==> config.mk <==
export PLATFORM = sky130hd
export DESIGN_NAME = seq_detector
export DESIGN_NICKNAME = d
export VERILOG_FILES = /design/src/rtl/seq_det_pkg.sv /design/src/rtl/seq_shift_reg.sv /design/src/rtl/seq_detector.sv
export SDC_FILE = /design/constraint.sdc
export NUM_CORES = 1
export LEC_CHECK = 0
export BUFFER_PORTS_ARGS = -buffer_cell sky130_fd_sc_hd__clkbuf_2
export CORE_AREA = 2 2 39 41
export DETAILED_ROUTE_END_ITERATION = 7
export DIE_AREA = 0 0 41 43
export PLACE_DENSITY_LB_ADDON = 0.05
export SETUP_SLACK_MARGIN = 0.15
export SYNTH_ARGS = -nofsm -noshare
export SYNTH_HDL_FRONTEND = slang
export SYNTH_SLANG_ARGS = --single-unit
==> constraint.sdc <==
create_clock -name clk -period 1.5 [get_ports clk]
set_input_delay 0.15 -clock clk [delete_from_list [all_inputs] [get_ports clk]]
set_output_delay 0.15 -clock clk [all_outputs]
set_load 0.005 [all_outputs]
==> src/rtl/seq_det_pkg.sv <==
// Shared defaults and sizing helper for the serial pattern detector.
package seq_det_pkg;

   localparam int SEQ_LEN_DEFAULT = 4;
   localparam logic [3:0] SEQ_PAT_DEFAULT = 4'b1101;

   // Fill counter must reach PAT_LEN itself, hence the +1.
   function automatic int cnt_width(input int pat_len);
      return $clog2(pat_len + 1);
   endfunction

endpackage

==> src/rtl/seq_shift_reg.sv <==
// History shift register with saturating fill counter; next-state values exposed.
// Zero added latency: hist_nxt_o/full_nxt_o are combinational views of the coming edge.
module seq_shift_reg
   import seq_det_pkg::*;
#(
   parameter int W = SEQ_LEN_DEFAULT
) (
   input  logic         clk,
   input  logic         rst,
   input  logic         bit_i,
   input  logic         clr_i,
   output logic [W-1:0] hist_nxt_o,
   output logic         full_nxt_o
);

   localparam int CW = cnt_width(W);
   localparam logic [CW-1:0] FULL = CW'(W);

   logic [W-1:0]  hist_q, hist_d;
   logic [CW-1:0] cnt_q, cnt_d;

   always_comb begin
      hist_d = {hist_q[W-2:0], bit_i};
      cnt_d  = (cnt_q == FULL) ? cnt_q : cnt_q + 1'b1;
   end

   assign hist_nxt_o = hist_d;
   assign full_nxt_o = (cnt_d == FULL);

   // A clear overrides the shift so history restarts empty after a non-overlapping match.
   always_ff @(posedge clk or negedge rst) begin
      if (!rst) begin
         hist_q <= '0;
         cnt_q  <= '0;
      end else if (clr_i) begin
         hist_q <= '0;
         cnt_q  <= '0;
      end else begin
         hist_q <= hist_d;
         cnt_q  <= cnt_d;
      end
   end

endmodule

==> src/rtl/seq_detector.sv <==
// Serial bit-pattern detector: one bit per clock, one-cycle registered pulse per match.
// Pulse appears the cycle after the final pattern bit is sampled; no backpressure.
module seq_detector
   import seq_det_pkg::*;
#(
   parameter int PAT_LEN = SEQ_LEN_DEFAULT,
   parameter     PATTERN = SEQ_PAT_DEFAULT,
   parameter bit OVERLAP = 1'b1
) (
   input  logic clk,
   input  logic rst,
   input  logic in,
   output logic out
);

   if (PAT_LEN < 2 || PAT_LEN > 16) begin : g_bad_len
      $error("seq_detector: PAT_LEN %0d outside 2..16", PAT_LEN);
   end
   if ($bits(PATTERN) != PAT_LEN) begin : g_bad_pat
      $error("seq_detector: PATTERN width %0d differs from PAT_LEN %0d", $bits(PATTERN), PAT_LEN);
   end

   localparam logic [PAT_LEN-1:0] PAT = PAT_LEN'(PATTERN);

   logic [PAT_LEN-1:0] hist_nxt;
   logic               full_nxt;
   logic               match_d;
   logic               out_q;

   // Requiring a full window keeps reset-zero history from matching all-zero patterns.
   assign match_d = full_nxt && (hist_nxt == PAT);

   seq_shift_reg #(
      .W (PAT_LEN)
   ) u_shift (
      .clk        (clk),
      .rst        (rst),
      .bit_i      (in),
      .clr_i      (match_d && !OVERLAP),
      .hist_nxt_o (hist_nxt),
      .full_nxt_o (full_nxt)
   );

   always_ff @(posedge clk or negedge rst) begin
      if (!rst) begin
         out_q <= 1'b0;
      end else begin
         out_q <= match_d;
      end
   end

   assign out = out_q;

endmodule

; Word-level counts from Yosys, hierarchy flattened
; Cells that the tools add are included.
[classes]
n_bitwise = 0
n_shift = 0
n_div = 0
mux = 1
n_reduce_logical = 1
n_mul = 0
n_eq_ne = 3
add_sub_neg = 1
order_cmp = 0
[op_table]
columns = cell, count
row1 = "== test 3 bit, second input constant", 2
row2 = "== test 4 bit, second input constant", 1
row3 = "adder 3 x 1 -> 3 bit, second input constant", 1
row4 = two-way mux 3 bit, 1
row5 = logical AND 1 bit, 1
[word_totals]
reg_bits = 7
word_cells = 9
latch_bits = 0
ram_bits = 0
out_inout_bits = 1
mem_bits_ro = 0
n_memories = 0
input_bits = 3

; Longest topological paths before layout
; Gate-level depths: netlist (run 1).
[logic_depth]
depth_word = 4
ltp_mapped = 5
ltp_nobuf = 5

; Hierarchy
; Synthesis (run 1) repeated with hierarchy kept, for this count alone.
[hier_totals]
hier_cells = 30
area_unflattened_um2 = 321.6
[by_module_without_submodules]
columns = module, n_inst, cells_each, area_per_inst_um2, seq_area_each_um2
row1 = seq_shift_reg, 1, 25, 277.8, 150.1
row2 = seq_detector, 1, 5, 43.8, 25.0

; Worst setup path before layout (run 1)
; OpenSTA, ideal clock, no wires.
[synth_path]
path_kind = register to register
start = reg u_shift.cnt_q[0]
end = reg out_q, in the netlist out
n_path_buf = 0
setup_ns = 0.080
arrival_ns = 1.315
period_less_slack_ns = 1.395
required_ns = 1.420
slack_ns = 0.105
stages_incl_launch_ff = 6
path_cell_list = dfrtp_1 -> inv_2 -> ha_1 -> and3b_1 -> or4_4 -> nor3_2
[synth_via]
elab_chain_cells = 4
word_cells_on_any_way = 5
cone_classes = add/sub: 1 / eq/ne: 2 / mux: 1 / reduce/logical: 1
[synth_lines]
columns = item, line
row1 = from (decl), seq_shift_reg.sv:20  ; logic [CW-1:0] cnt_q, cnt_d;
row2 = from (signal assigned), seq_shift_reg.sv:40  ; cnt_q <= cnt_d;
row3 = adder 3 x 1 -> 3 bit / == test 3 bit (equally long branches), seq_shift_reg.sv:24  ; cnt_d = (cnt_q == FULL) ? cnt_q : cnt_q + 1'b1;
row4 = two-way mux 3 bit *, seq_shift_reg.sv:24
row5 = == test 3 bit *, seq_shift_reg.sv:28  ; assign full_nxt_o = (cnt_d == FULL);
row6 = logical AND 1 bit *, seq_detector.sv:31  ; assign match_d = full_nxt && (hist_nxt == PAT);
row7 = named net match_d, seq_detector.sv:27  ; logic match_d;
row8 = to (signal assigned), seq_detector.sv:48  ; out_q <= match_d;
row9 = to (decl), seq_detector.sv:28  ; logic out_q;
; The timed path passes the listed nets; every way through them passes the cells marked *.

; Final worst setup path (run 1)
; Ends and elaborated chain as after synthesis.

==> results of run 1 <==
where the power goes:
group          switching [µW]  leakage (µW)  internal, µW
registers                2.17     0.0000854           194
clock network            66.7     0.0000150           101
logic                    5.89     0.0000686          6.55
timing repair:
action,4_1_cts,5_1_grt
gates resized for setup,1,2
setup buffers,1,0
hold buffers,1,0
gates cloned,0,0
endpoints found under the setup margin,1,1
hold endpoints to repair,7,0
flip-flops by register name (all words and copies together), names as in the netlist:
name / cells
u_shift.cnt_q: 3
out: 1
u_shift.hist_q: 3
per-stage QoR:
| step | setup slack (ns) | setup TNS [ns] | cell area, µm² |
|---|---|---|---|
| 4_1_cts | 0.0189 | 0 | 344 |
| 3_5_place_dp | 0.0281 | 0 | 298 |
| 3_3_place_gp | 0.0240 | 0 | 298 |
| 6_report | 0.0410 | 0 | 357 |
| 2_1_floorplan | 0.105 | 0 | 263 |
| 5_1_grt | -0.0228 | -0.0228 | 357 |
cell type report:
| cell class | count | share of cell area, % |
|---|---|---|
| timing repair buffer | 5 | 9.12 |
| inverter | 2 | 2.11 |
| sequential | 7 | 49.1 |
| clock buffer | 4 | 7.37 |
| tap | 16 | 5.61 |
| multi-input combinational | 10 | 26.7 |
kinds of logic after synthesis:
| group | count (synthesis) | share of synthesized area (%) |
|---|---|---|
| simple gates | 7 | 17.6 |
| xor+xnor | 1 | 3.33 |
| flops | 7 | 66.7 |
| fa+ha+maj | 2 | 9.52 |
| buf+inv | 2 | 2.85 |
worst max-delay path: cells and delay by family (launching register included):
kind	cells	cell delay (ns)
AND/OR/NAND/NOR	3	0.77
flip-flops	1	0.40
adder cells (fa/ha/maj)	1	0.13
buffers and inverters	1	0.09
routing by layer:
layer	share of wire (%)	vias to the layer above	wire [µm]
met2	51	2	226
met1	47	81	206
met3	2.3	0	10
li1	-	80	-
met5	0	-	0
met4	0	0	0
cell usage in the layout (no fill, tap or decap):
| cell | netlist | final |
|---|---|---|
| inv_1 | 1 | 1 |
| clkbuf_1 | 0 | 1 |
| xnor2_1 | 1 | 1 |
| nor2_1 | 2 | 2 |
| dfrtp_1 | 7 | 7 |
| buf_4 | 0 | 1 |
| nand3_1 | 1 | 1 |
| clkbuf_2 | 0 | 3 |
| ha_4 | 0 | 1 |
| ha_2 | 0 | 1 |
| and3b_1 | 1 | 1 |
| nor3_2 | 1 | 1 |
| or4_4 | 1 | 1 |
| nand2_1 | 1 | 1 |
| inv_2 | 1 | 1 |
| clkbuf_4 | 0 | 3 |
| dlygate4sd3_1 | 0 | 1 |
final timing paths:
check | from | to | slack [ns] | depth (start not counted)
setup / recovery | u_shift.cnt_q[0]$_DFF_PN0_ | out$_DFF_PN0_ | 0.04 | 5
hold reg to reg | u_shift.hist_q[1]$_DFF_PN0_ | u_shift.hist_q[2]$_DFF_PN0_ | 0.38 | 0
min in group asynchronous | rst | u_shift.hist_q[0]$_DFF_PN0_ | 0.26 | 2
hold / removal | in | u_shift.hist_q[0]$_DFF_PN0_ | 0.02 | 1
max in group asynchronous | rst | u_shift.cnt_q[1]$_DFF_PN0_ | 1.07 | 2
setup reg to reg | u_shift.cnt_q[0]$_DFF_PN0_ | out$_DFF_PN0_ | 0.04 | 5
==> impl_metrics.json, run 1 <==
{
  "rsz0062_at_grt": "yes",
  "syn_area_um2": 263,
  "fp.dieW_um": 41,
  "areaGrowthSynthToFinish_pct": 35.7,
  "p_per_area_nw_per_um2": 1060,
  "cts_buffers": 3,
  "setup_viol": 0,
  "cp.arrival_ns": 1.63,
  "routed_wl_um": 443,
  "irDropWorstVdd_uv": 292,
  "gr-max-usage-layer": "met4",
  "place_hpwl_um": 327,
  "initialDrtViolationCount": 0,
  "slowest_stage": "or4_4",
  "hold_viol_final": 0,
  "power_uw": 377,
  "path_cells": "inv_2 -> ha_4 -> and3b_1 -> or4_4 -> nor3_2",
  "post-synth-top-count-cell": "dfrtp_1",
  "multi_input_area_um2": 95.1,
  "gr-usage-met1_pct": 8.31,
  "core_area_um2": 1380,
  "drcViolationCount": 0,
  "first_global_vias": 191,
  "ctsRootBufferMaster": "clkbuf_4",
  "grt_max_degree": 8,
  "synthArstFlopShare_pct": 100,
  "clk_pin_slew_worst_paths_ns": 0.05,
  "crit_required_ns": 1.67,
  "dieArea_um2": 1760,
  "yosysSeqAreaShare_pct": 66.7,
  "viasPerCell": 3.70,
  "fin_skew_ns": 0.00231,
  "antenna_cells": 0,
  "fin_hold_ws_ns": 0.0228,
  "synth_top_area_share_pct": 66.7,
  "slew_violations": 0,
  "grt_first_pass_wirelength_um": 724,
  "final_cells": 44,
  "synth_top_area_cell": "dfrtp_1",
  "synth_edf_count": 0,
  "cts_sinks": 7,
  "clockBufferDepth": 2,
  "p_leak_uw": 0.000169,
  "grt_overflow": 0,
  "fillers": 155,
  "cts_tree": "built",
  "synth_nets": 24,
  "htreeDepth": 1,
  "fin_util_pct": 25.8,
  "io_pins": 4,
  "first_pass_iters": 1,
  "placedCellCount": 38,
  "die_h_um": 43,
  "hp-class": "primary input to flip-flop",
  "drive_gt1_share_pct": 42.9,
  "start_util_pct": 19.0,
  "start_kind": "flip-flop",
  "cp-end-kind": "flip-flop",
  "max_stage_delay_ns": 0.48,
  "antenna_found_initial": 0,
  "worstSkewPairLatency_ns": 0.25,
  "worst_slew_pin_slew_ns": 0.273,
  "timing.slew.headroom_pct": 81.7,
  "place_congestion": 0.597,
  "met2_usage_pct": 7.81,
  "maxCapViolations": 0,
  "grt.total_usage_pct": 6.90,
  "cp_max_fo": 2,
  "fmax_ghz": 0.685,
  "synth-main-ff-cell": "dfrtp_1",
  "finalWorstPathRequiredPeriod_ns": 1.46,
  "status": "finished, final reports clean",
  "io_buffers": 3,
  "ff_latch_area_um2": 175,
  "synth_cell_types": 11,
  "worstSetupPathType": "flip-flop to flip-flop",
  "ant_nets": 0,
  "wl_per_cell_um": 10.1,
  "finalNetCount": 34,
  "vias": 163,
  "finalCritPeriodShare_pct": 97.3,
  "ys_top_cells_by_area": "dfrtp_1, ha_1, or4_4, nor3_2, and3b_1",
  "syn_inst": 19,
  "synth_seq_cells": 7,
  "synth_common_cells": "dfrtp_1, ha_1, nor2_1",
  "rows": 14,
  "synth_area_per_cell_um2": 13.8,
  "yosys_warnings": 0,
  "grt_util_met3_pct": 1.57
}
(Power assumes the default switching activity.)
==> run 2: changes to the inputs <==
--- a/config.mk
+++ b/config.mk
@@ -9,7 +9,6 @@
 export CORE_AREA = 2 2 39 41
 export DETAILED_ROUTE_END_ITERATION = 7
 export DIE_AREA = 0 0 41 43
-export PLACE_DENSITY_LB_ADDON = 0.05
 export SETUP_SLACK_MARGIN = 0.15
 export SYNTH_ARGS = -nofsm -noshare
 export SYNTH_HDL_FRONTEND = slang
==> impl_metrics.json, run 2 (synthesized netlist as in run 1, its figures left out) <==
{
  "rsz0062_at_grt": "yes",
  "core_area_um2": 1380,
  "slew_violations": 0,
  "hold_viol_final": 0,
  "worstSkewPairLatency_ns": 0.25,
  "io_pins": 4,
  "first_global_vias": 183,
  "drive_gt1_share_pct": 42.9,
  "fmax_ghz": 0.689,
  "start_util_pct": 19.0,
  "setup_viol": 0,
  "die_h_um": 43,
  "status": "finished, final reports clean",
  "rows": 14,
  "setup_slack_ns": 0.0496,
  "fin_hold_ws_ns": 0.0360,
  "timing.slew.headroom_pct": 83.7,
  "fp.dieW_um": 41,
  "worstSetupPathType": "flip-flop to flip-flop",
  "grt_overflow": 0,
  "dieArea_um2": 1760,
  "ant_nets": 0,
  "place_congestion": 0.533,
  "cts_buffers": 3,
  "p_per_area_nw_per_um2": 1050,
  "cts_sinks": 7,
  "clockBufferDepth": 2,
  "irDropWorstVdd_uv": 438,
  "grt_max_degree": 8,
  "cp_max_fo": 2,
  "initialDrtViolationCount": 1,
  "cp-end-kind": "flip-flop",
  "drcViolationCount": 0,
  "ctsRootBufferMaster": "clkbuf_4",
  "crit_required_ns": 1.67,
  "worst_slew_pin_slew_ns": 0.243,
  "grt.total_usage_pct": 6.20,
  "areaGrowthSynthToFinish_pct": 35.7,
  "layout_commonest_cell": "dfrtp_1",
  "hp-class": "primary input to flip-flop",
  "fin_skew_ns": 0.00550,
  "maxCapViolations": 0,
  "final_cell_mix": "dfrtp_1, clkbuf_4, clkbuf_2",
  "io_buffers": 3,
  "grt_first_pass_wirelength_um": 696,
  "clk_pin_slew_worst_paths_ns": 0.05,
  "finalCritPeriodShare_pct": 96.7,
  "vias": 163,
  "antenna_cells": 0,
  "finalWorstPathRequiredPeriod_ns": 1.45,
  "cp.arrival_ns": 1.62,
  "ff_latch_area_um2": 175,
  "dpl-instance-area_um2": 298,
  "final_cell_area_um2": 357,
  "p_leak_uw": 0.000169,
  "htreeDepth": 1,
  "fillers": 138,
  "place_ws_ns": 0.0423,
  "routed_wl_um": 382,
  "antenna_found_initial": 0,
  "multi_input_area_um2": 95.1,
  "cts_tree": "built",
  "start_kind": "flip-flop",
  "fin_util_pct": 25.8,
  "wl_per_cell_um": 8.68,
  "viasPerCell": 3.70,
  "first_pass_iters": 2,
  "finalNetCount": 34
}
run 2: cell counts in the layout (fill, tap and decap cells not counted):
No cell type changed its count.
run 2: metal layers:
layer  global-route usage, %  routed length (µm)
met5                       0                   0
met4                       0                   0
met3                    6.28                  23
met2                    9.38                 179
met1                    6.35                 179
run 2: critical path, stage by stage (launching register included):
cell and delay (ns):
dfrtp_1 0.39, inv_2 0.09, ha_4 0.13, and3b_1 0.18, or4_4 0.48, nor3_2 0.11
run 2: path summary, 6_finish.rpt:
path | from | endpoint | slack, ns | depth (start not counted)
worst min register to register | u_shift.hist_q[0]$_DFF_PN0_ | u_shift.hist_q[1]$_DFF_PN0_ | 0.38 | 0
worst max-delay path | u_shift.cnt_q[0]$_DFF_PN0_ | out$_DFF_PN0_ | 0.05 | 5
worst max register to register | u_shift.cnt_q[0]$_DFF_PN0_ | out$_DFF_PN0_ | 0.05 | 5
worst min-delay path | in | u_shift.hist_q[0]$_DFF_PN0_ | 0.04 | 1
min in group asynchronous | rst | u_shift.hist_q[1]$_DFF_PN0_ | 0.26 | 2
max in group asynchronous | rst | u_shift.cnt_q[2]$_DFF_PN0_ | 1.07 | 2
run 2: repair_timing:
item                       4_1_cts  5_1_grt
setup buffers                    1        0
setup endpoints to repair        1        1
hold buffers                     1        0
resized for setup                1        2
cloned                           0        0
hold endpoints to repair         7        0
run 2: cell type report:
cell class / count / area share [%]
flip-flops and latches: 7 / 49.1
multi-input cells: 10 / 26.7
repair buffers: 5 / 9.12
clock buffers: 4 / 7.37
well taps: 16 / 5.61
inverters: 2 / 2.11
run 2: stage by stage:
stage,TNS [ns],cells,power [µW]
after floorplan,0,19,202
after global placement,0,38,209
after detailed placement,0,38,210
after CTS,0,44,390
after global routing,-0.00622,44,401
final,0,44,376
run 2: power breakdown:
part           switching [µW]  total (µW)  internal (µW)  leakage (µW)
Sequential               2.09         196            194     0.0000854
Combinational            5.80        12.3           6.55     0.0000686
Clock                    66.0         167            101     0.0000150
==> run 3: changes to the inputs <==
--- a/config.mk
+++ b/config.mk
@@ -9,6 +9,7 @@
 export CORE_AREA = 2 2 39 41
 export DETAILED_ROUTE_END_ITERATION = 7
 export DIE_AREA = 0 0 41 43
+export RECOVER_POWER = 25
 export SETUP_SLACK_MARGIN = 0.15
 export SYNTH_ARGS = -nofsm -noshare
 export SYNTH_HDL_FRONTEND = slang
==> impl_metrics.json, run 3 (synthesized netlist as in run 1, its figures left out) <==
{
  "htreeDepth": 1,
  "finalCritPeriodShare_pct": 96.7,
  "dieArea_um2": 1760,
  "fin_skew_ns": 0.00540,
  "worst-path-buf-inv": 1,
  "worstSkewPairLatency_ns": 0.25,
  "irDropWorstVdd_uv": 437,
  "finalWorstPathRequiredPeriod_ns": 1.45,
  "hold_viol_final": 0,
  "areaGrowthSynthToFinish_pct": 34.8,
  "routed_wl_um": 385,
  "place_congestion": 0.533,
  "layout_commonest_cell": "dfrtp_1",
  "cts_buffers": 3,
  "vias": 162,
  "ant_nets": 0,
  "fmax_ghz": 0.689,
  "rows": 14,
  "cp_max_fo": 2,
  "p_leak_uw": 0.000163,
  "cts_sinks": 7,
  "io_buffers": 3,
  "first_global_vias": 183,
  "ctsRootBufferMaster": "clkbuf_4",
  "path_cells": "inv_2 -> ha_4 -> and3b_1 -> or4_4 -> nor3_2",
  "drcViolationCount": 0,
  "setup_viol": 0,
  "grt_first_pass_wirelength_um": 696,
  "final_cell_mix": "dfrtp_1, clkbuf_4, clkbuf_1",
  "clockBufferDepth": 2,
  "core_area_um2": 1380,
  "max_stage_delay_ns": 0.48,
  "fillers": 138,
  "viasPerCell": 3.68,
  "p_per_area_nw_per_um2": 1060,
  "finalNetCount": 34,
  "hp-class": "primary input to flip-flop",
  "start_util_pct": 19.0,
  "cts_tree": "built",
  "io_pins": 4,
  "slew_violations": 0,
  "grt_max_degree": 8,
  "grt_overflow": 0,
  "clk_pin_slew_worst_paths_ns": 0.05,
  "ff_latch_area_um2": 175,
  "wl_per_cell_um": 8.75,
  "antenna_cells": 0,
  "multi_input_area_um2": 95.1,
  "rsz0062_at_grt": "yes",
  "antenna_found_initial": 0,
  "power_uw": 375,
  "worstSetupPathType": "flip-flop to flip-flop",
  "fin_hold_ws_ns": 0.0456,
  "initialDrtViolationCount": 1,
  "maxCapViolations": 0,
  "slowest_stage": "or4_4",
  "grt.total_usage_pct": 6.20,
  "crit_required_ns": 1.67,
  "cp-end-kind": "flip-flop",
  "first_pass_iters": 2,
  "fp.dieW_um": 41,
  "timing.slew.headroom_pct": 75.5,
  "die_h_um": 43,
  "start_kind": "flip-flop",
  "cpLargestDelayFamily": "simple AND/OR/NAND/NOR gates",
  "cp.arrival_ns": 1.62,
  "drive_gt1_share_pct": 35.7,
  "status": "finished, final reports clean",
  "worst_slew_pin_slew_ns": 0.368
}
run 3: repair_timing:
action                                 in CTS  in global routing
cloned                                      0                  0
resized for setup                           1                  2
setup buffers                               1                  0
hold buffers                                1                  0
pin swaps                                   0                  0
endpoints found under the hold margin       7                  0
setup endpoints to repair                   1                  1
run 3: path summary, 6_finish.rpt:
kind	from	cells past startpoint	slack, ns	endpoint
max	u_shift.cnt_q[0]$_DFF_PN0_	5	0.05	out$_DFF_PN0_
min	in	1	0.05	u_shift.hist_q[0]$_DFF_PN0_
max reg2reg	u_shift.cnt_q[0]$_DFF_PN0_	5	0.05	out$_DFF_PN0_
min reg2reg	u_shift.hist_q[0]$_DFF_PN0_	0	0.38	u_shift.hist_q[1]$_DFF_PN0_
max in group asynchronous	rst	2	0.91	u_shift.cnt_q[2]$_DFF_PN0_
min in group asynchronous	rst	2	0.32	u_shift.hist_q[1]$_DFF_PN0_
run 3: cell type report:
type,instances,share of cell area (%)
multi-input combinational,10,26.9
timing repair buffer,5,8.48
tap,16,5.65
clock buffer,4,7.42
inverter,2,2.12
sequential,7,49.5
run 3: power breakdown:
group	switching (µW)	total (µW)	internal [µW]
combinational	5.91	11.7	5.84
clock	66.1	167	101
sequential	2.09	196	194
run 3: per-stage QoR:
stage               worst slack, ns   TNS, ns  std cells  area (µm²)  util, %
finish                       0.0496         0         44         354     25.6
global route               -0.00622  -0.00622         44         354     25.6
CTS                          0.0248         0         44         344     24.9
detailed placement           0.0423         0         38         298     21.5
global placement             0.0601         0         38         298     21.5
floorplan                     0.105         0         19         263        -
run 3: metal layers:
| layer | global-route usage, % | vias up | part of all wire, % |
|---|---|---|---|
| met5 | 0 | - | 0 |
| met4 | 0 | 0 | 0 |
| met3 | 6.28 | 0 | 6.2 |
| met2 | 9.38 | 4 | 46 |
| met1 | 6.35 | 79 | 48 |
| li1 | - | 79 | - |
run 3: worst register-to-register path, delay by kind of cell (launching register included):
family	cells	cell delay (ns)
fa+ha+maj	1	0.13
simple gates	3	0.77
flops	1	0.39
buf+inv	1	0.09
